<file path="src/rtl/uart_pkg.sv">
// uart_pkg: definitions shared by the debug-link UART receiver and transmitter.
//   rx_state_t : receiver FSM states
//   DATA_BITS  : data bits per frame (LSB first)
//   STOP_BITS  : stop bits per frame
package uart_pkg;

    typedef enum logic [1:0] {
        st_idle,
        st_start,
        st_data,
        st_stop
    } rx_state_t;

    localparam int unsigned DATA_BITS = 8;
    localparam int unsigned STOP_BITS = 1;

endpackage

</file>
<file path="src/rtl/uart_baudgen.sv">
// uart_baudgen: free-running baud tick generator.
//   CLK_I  : system clock, rising edge
//   RST_NI : asynchronous active-low reset
//   TICK_O : one-cycle pulse every BDDIVIDER clock cycles
module uart_baudgen #(
    parameter int unsigned BDDIVIDER = 27
) (
    input  logic CLK_I,
    input  logic RST_NI,
    output logic TICK_O
);

    localparam int unsigned CW = (BDDIVIDER > 1) ? $clog2(BDDIVIDER) : 1;

    logic [CW-1:0] div_cnt;
    logic          wrap;

    assign wrap   = (div_cnt == CW'(BDDIVIDER - 1));
    assign TICK_O = wrap;

    always_ff @(posedge CLK_I or negedge RST_NI) begin
        if (!RST_NI) begin
            div_cnt <= '0;
        end else if (wrap) begin
            div_cnt <= '0;
        end else begin
            div_cnt <= div_cnt + 1'b1;
        end
    end

endmodule

</file>
<file path="src/rtl/uart_rx.sv">
// uart_rx: receive half of the debug-link UART (8N1, LSB first).
//   CLK_I     : system clock, rising edge
//   RST_NI    : asynchronous active-low reset
//   RX_I      : serial line, asynchronous, idle high
//   RX_DONE_O : one-cycle pulse, valid byte on RX_DATA_O
//   RX_DATA_O : last correctly received byte, held until the next valid frame
//   RX_ERR_O  : one-cycle pulse, stop bit sampled low
module uart_rx
    import uart_pkg::*;
#(
    parameter int unsigned OVERSAMPLING = 16,
    parameter int unsigned BDDIVIDER    = 27
) (
    input  logic       CLK_I,
    input  logic       RST_NI,
    input  logic       RX_I,
    output logic       RX_DONE_O,
    output logic [7:0] RX_DATA_O,
    output logic       RX_ERR_O
);

    localparam int unsigned BW = $clog2(OVERSAMPLING);

    logic            baudtick;
    logic            rx_meta, rx_s, rx_q;
    rx_state_t       state_q, state_d;
    logic [BW-1:0]   btick_cnt_q, btick_cnt_d;
    logic [2:0]      bitnum_q, bitnum_d;
    logic [7:0]      shift_q, shift_d;
    logic [7:0]      data_q, data_d;
    logic            done_q, done_d;
    logic            err_q, err_d;

    uart_baudgen #(
        .BDDIVIDER (BDDIVIDER)
    ) u_baudgen (
        .CLK_I  (CLK_I),
        .RST_NI (RST_NI),
        .TICK_O (baudtick)
    );

    // Synchronizer resets high so a released reset never looks like a start edge.
    always_ff @(posedge CLK_I or negedge RST_NI) begin
        if (!RST_NI) begin
            rx_meta <= 1'b1;
            rx_s    <= 1'b1;
            rx_q    <= 1'b1;
        end else begin
            rx_meta <= RX_I;
            rx_s    <= rx_meta;
            rx_q    <= rx_s;
        end
    end

    always_ff @(posedge CLK_I or negedge RST_NI) begin
        if (!RST_NI) begin
            state_q     <= st_idle;
            btick_cnt_q <= '0;
            bitnum_q    <= '0;
            shift_q     <= '0;
            data_q      <= '0;
            done_q      <= 1'b0;
            err_q       <= 1'b0;
        end else begin
            state_q     <= state_d;
            btick_cnt_q <= btick_cnt_d;
            bitnum_q    <= bitnum_d;
            shift_q     <= shift_d;
            data_q      <= data_d;
            done_q      <= done_d;
            err_q       <= err_d;
        end
    end

    always_comb begin
        state_d     = state_q;
        btick_cnt_d = btick_cnt_q;
        bitnum_d    = bitnum_q;
        shift_d     = shift_q;
        data_d      = data_q;
        done_d      = 1'b0;
        err_d       = 1'b0;

        unique case (state_q)
            st_idle: begin
                // Falling edge only: a line already low must rise first.
                if (rx_q && !rx_s) begin
                    state_d     = st_start;
                    btick_cnt_d = '0;
                end
            end

            st_start: begin
                if (baudtick) begin
                    if (btick_cnt_q == BW'(OVERSAMPLING / 2 - 1)) begin
                        if (!rx_s) begin
                            state_d     = st_data;
                            btick_cnt_d = '0;
                            bitnum_d    = '0;
                        end else begin
                            state_d = st_idle;
                        end
                    end else begin
                        btick_cnt_d = btick_cnt_q + 1'b1;
                    end
                end
            end

            st_data: begin
                if (baudtick) begin
                    if (btick_cnt_q == BW'(OVERSAMPLING - 1)) begin
                        shift_d     = {rx_s, shift_q[7:1]};
                        btick_cnt_d = '0;
                        if (bitnum_q == 3'(DATA_BITS - 1)) begin
                            state_d = st_stop;
                        end else begin
                            bitnum_d = bitnum_q + 1'b1;
                        end
                    end else begin
                        btick_cnt_d = btick_cnt_q + 1'b1;
                    end
                end
            end

            st_stop: begin
                if (baudtick) begin
                    if (btick_cnt_q == BW'(OVERSAMPLING - 1)) begin
                        // Back to idle at mid stop bit so an immediate next start is caught.
                        state_d     = st_idle;
                        btick_cnt_d = '0;
                        if (rx_s) begin
                            data_d = shift_q;
                            done_d = 1'b1;
                        end else begin
                            err_d  = 1'b1;
                        end
                    end else begin
                        btick_cnt_d = btick_cnt_q + 1'b1;
                    end
                end
            end

            default: state_d = st_idle;
        endcase
    end

    assign RX_DONE_O = done_q;
    assign RX_DATA_O = data_q;
    assign RX_ERR_O  = err_q;

endmodule

</file>
<file path="config.mk">
export PLATFORM = sky130hd
export DESIGN_NAME = uart_rx
export DESIGN_NICKNAME = d
export VERILOG_FILES = /design/src/rtl/uart_pkg.sv /design/src/rtl/uart_baudgen.sv /design/src/rtl/uart_rx.sv
export SDC_FILE = /design/constraint.sdc
export NUM_CORES = 1
export LEC_CHECK = 0
export ABC_AREA = 1
export CAP_MARGIN = 20
export CORE_ASPECT_RATIO = 0.5
export CORE_UTILIZATION = 35
export CTS_CLUSTER_DIAMETER = 120
export DETAILED_ROUTE_END_ITERATION = 8
export PLACE_DENSITY_LB_ADDON = 0.3
export SYNTH_ARGS = -nofsm -noshare
export SYNTH_HDL_FRONTEND = slang
export SYNTH_SLANG_ARGS = --single-unit
</file>
<file path="constraint.sdc">
create_clock -name CLK_I -period 2.25 [get_ports CLK_I]
set_input_delay 0.45 -clock CLK_I [delete_from_list [all_inputs] [get_ports CLK_I]]
set_output_delay 0.45 -clock CLK_I [all_outputs]
set_load 0.02 [all_outputs]
</file>
==> impl_results.md <==
- Status: finished clean
- CTS tree: done
- First DRT Iteration DRCs: 78
- Max-slew violation count: 0
- Storage cell area: slightly below 900 um2
- FF-to-FF End: RX_DATA_O[1]$_DFFE_PN0P_
- Most used DFF post-synth: dfrtp_1
- Avg WL per Cell: 11.1 um
- Largest stage delay on the critical path: 0.62 ns
- Synth Area per Inst: 9.15 um2
- Pre-antenna DRT Iters: 4
- Critical Path RT: 1.80 ns
- Hold crit path type: flip-flop to flip-flop
- Ys Warns: 0
- Rel. slew slack: 70.4%
- CP startpoint: RX_DATA_O[1]$_DFFE_PN0P_
- Peak Freq: 577 MHz
- Final ANT Viol Nets: 0
- Reg2reg path depth: 7
- Crit path capture type: output pin
- Clk root buf: clkbuf_8
- DIE AREA: 0.00524 mm2
- Slowest-stage cell, CP: clkdlybuf4s50_1
- Placed Area: 0.00192 mm2
- Synth area leaders: dfrtp_1, nand2_1, o21ai_2
- Net Count, Synth: 197
- DRC viols: 0
- GRT Util Overall: 13.8%
- Setup CP Type: flip-flop to output pin
- Synth-to-layout area growth: 17.2%
- Crit-path max FO: 2
- Post-synth top area cell: dfrtp_1
- Critical Path Start Type: flip-flop
- Fillers: 444
- Fin. Hold Viols: 0
- Core box area: 0.00457 mm2
- Leak: between 0.9 and 1 nW
- Hold slack final: 0.367 ns
- Worst setup margin: 0.516 ns
- Crit-path cells: clkdlybuf4s50_1
- Final nets: 215
- Maximum VDD drop: about 0.35 mV
- Routed wire length: approximately 3.0 mm
- Clock-pin transition on the worst setup and hold timing paths: 0.07 ns
- Tcrit/Tclk final: about 77%
- Clock sinks: 35
- Slew at the pin closest to its max-slew limit: roughly 0.44 ns
- DP Cell Count: about 270
- Pin count of the biggest net entering global routing: 36
- H-tree depth: 2
- Hpwl dp: 2.15 mm
- Multi-input logic area: 729 um2
- Critical Path Sink: RX_DATA_O[1]
- Cell count after synthesis: 189
- Worst-Skew Late Latency: 0.28 ns
- FFs w/ async S/R, synth: 100%
- Final Setup Violations: 0
- Post-place setup slack: 0.648 ns
- Final std cell area, no fill: 0.00203 mm2
- Register area share after synthesis: 50.9%
- Vias in the first global route: 1200
- Share of the synthesized area in the top cell type: 46.3%
- Hold buffers post-CTS: 0
- Worst EP arrival: between 1 and 1.5 ns
- I/O pins: 13
- Synthesized flop and latch total: 35
- Setup Total Neg Slack: 0 ns
- Post-CTS Repair Setup Buffers: 0
- Top-count cell post-synth: nand2_1
- Worst reg2reg setup slack: 0.66 ns
- Hold path start: rx_meta$_DFF_PN1_
- Chip height: 51.7 um
- CTS resizes: 0
- Commonest cells in the synthesized netlist: nand2_1, dfrtp_1, inv_1, o21ai_2
- Proportion of layout cells with a drive suffix above 1: 21.6%
- DR vias: 1245
- Cell area after synthesis: about 0.0017 mm2
- # diodes: 0
- Vias per cell: ~4.5
- Num CTS Buffers: 5
- Cell family contributing the most delay on the critical path: buffers and inverters
- GRT overflow: 0
- Cell Rows: 17
- Clk buf depth: 2
- Crit path time final: between 1.5 and 2 ns
- Max-cap violations: 0
- Number of synthesized flops with an enable pin: 0
- Pwr Density: 886 mW/mm2
- Initial antenna violation count: 0
- RSZ-0062 raised after global routing: false
- Final Non-Filler Cells: 274
- Setup Skew: 0.00922 ns
- First-pass GRT wire length: 5.41 mm
- Synth cell types: 25
- Buffers plus inverters on the worst setup path: 1
- Reg-to-Reg Start: u_baudgen.div_cnt[0]$_DFF_PN0_
- Initial Utilization: 37.8%
- Levels on crit path: 1
- Port bufs: 12
- RD Place Congestion: 0.785
- Die Wd: 101 um
[cell families after synthesis]
logic type	Yosys count	synth area share, %
AO/OA/AOI/OAI	26	11.0
XOR/XNOR	3	1.52
adder cells (fa/ha/maj)	5	3.62
buffers and inverters	28	6.95
flip-flops	35	50.9
AND/OR/NAND/NOR	92	26.1
[power by group]
group / leakage, nW / switching (W) / internal (W)
sequential: 0.459 / 0.0000701 / 0.000685
combinational: 0.420 / 0.000335 / 0.000152
clock: 0.0514 / 0.000224 / 0.000330
[flip-flops by register name, summed over array words and instances (netlist names), named ones only]
register           cells
RX_ERR_O               1
u_baudgen.div_cnt      5
rx_q                   1
RX_DATA_O              8
rx_s                   1
RX_DONE_O              1
rx_meta                1
bitnum_q               3
btick_cnt_q            4
shift_q                8
state_q                1
[area by class of cell]
cell class	count	area share (%)
multi-input cells	126	36.0
clock buffers	6	3.58
repair buffers	13	6.30
inverters	26	4.81
flip-flops and latches	35	43.4
clock inverters	2	1.85
well taps	66	4.07
[per-stage QoR]
stage                     utilization, %  total power (W)
after floorplan                        -          0.00114
after global placement              41.9          0.00124
after detailed placement            41.9          0.00125
after CTS                           44.3          0.00182
after global routing                44.3          0.00191
final                               44.3          0.00180
[cells in the final DEF, fill, tap and decap left out]
cell type	n
nand2_1	52
clkbuf_8	5
nand3_2	2
nand4_1	1
xor2_1	2
nor4_1	1
nand3_4	1
nand4_4	1
o21ai_2	15
nor2_1	13
a21oi_1	3
buf_4	1
nand2_2	3
inv_1	20
nand2_4	1
clkinvlp_4	1
o21ai_0	2
ha_1	5
dfstp_2	3
nor2_4	3
clkdlybuf4s50_1	12
nand3_1	13
nor2_2	1
clkbuf_1	1
xnor2_1	1
a21oi_2	1
bufinv_16	1
inv_2	6
dfrtp_1	32
o21ai_1	5
[worst min path at each step]
stage                                     endpoint  slack, ns  cells after the start
final                               rx_s$_DFF_PN1_       0.37                      0
after global routing                rx_s$_DFF_PN1_       0.37                      0
after CTS                           rx_s$_DFF_PN1_       0.38                      0
after detailed placement            rx_s$_DFF_PN1_       0.36                      0
after global placement              rx_s$_DFF_PN1_       0.35                      0
after floorplan           RX_DATA_O[0]$_DFFE_PN0P_       0.15                      0
[layer usage]
metal  vias up  GRT usage, %  wire [um]
li1        636             -          -
met1       586          17.0       1480
met2        19          22.7       1430
met3         4          3.76         83
met4         0          7.25         42
met5         -             0          0
Power figures use the tool's default switching activity.
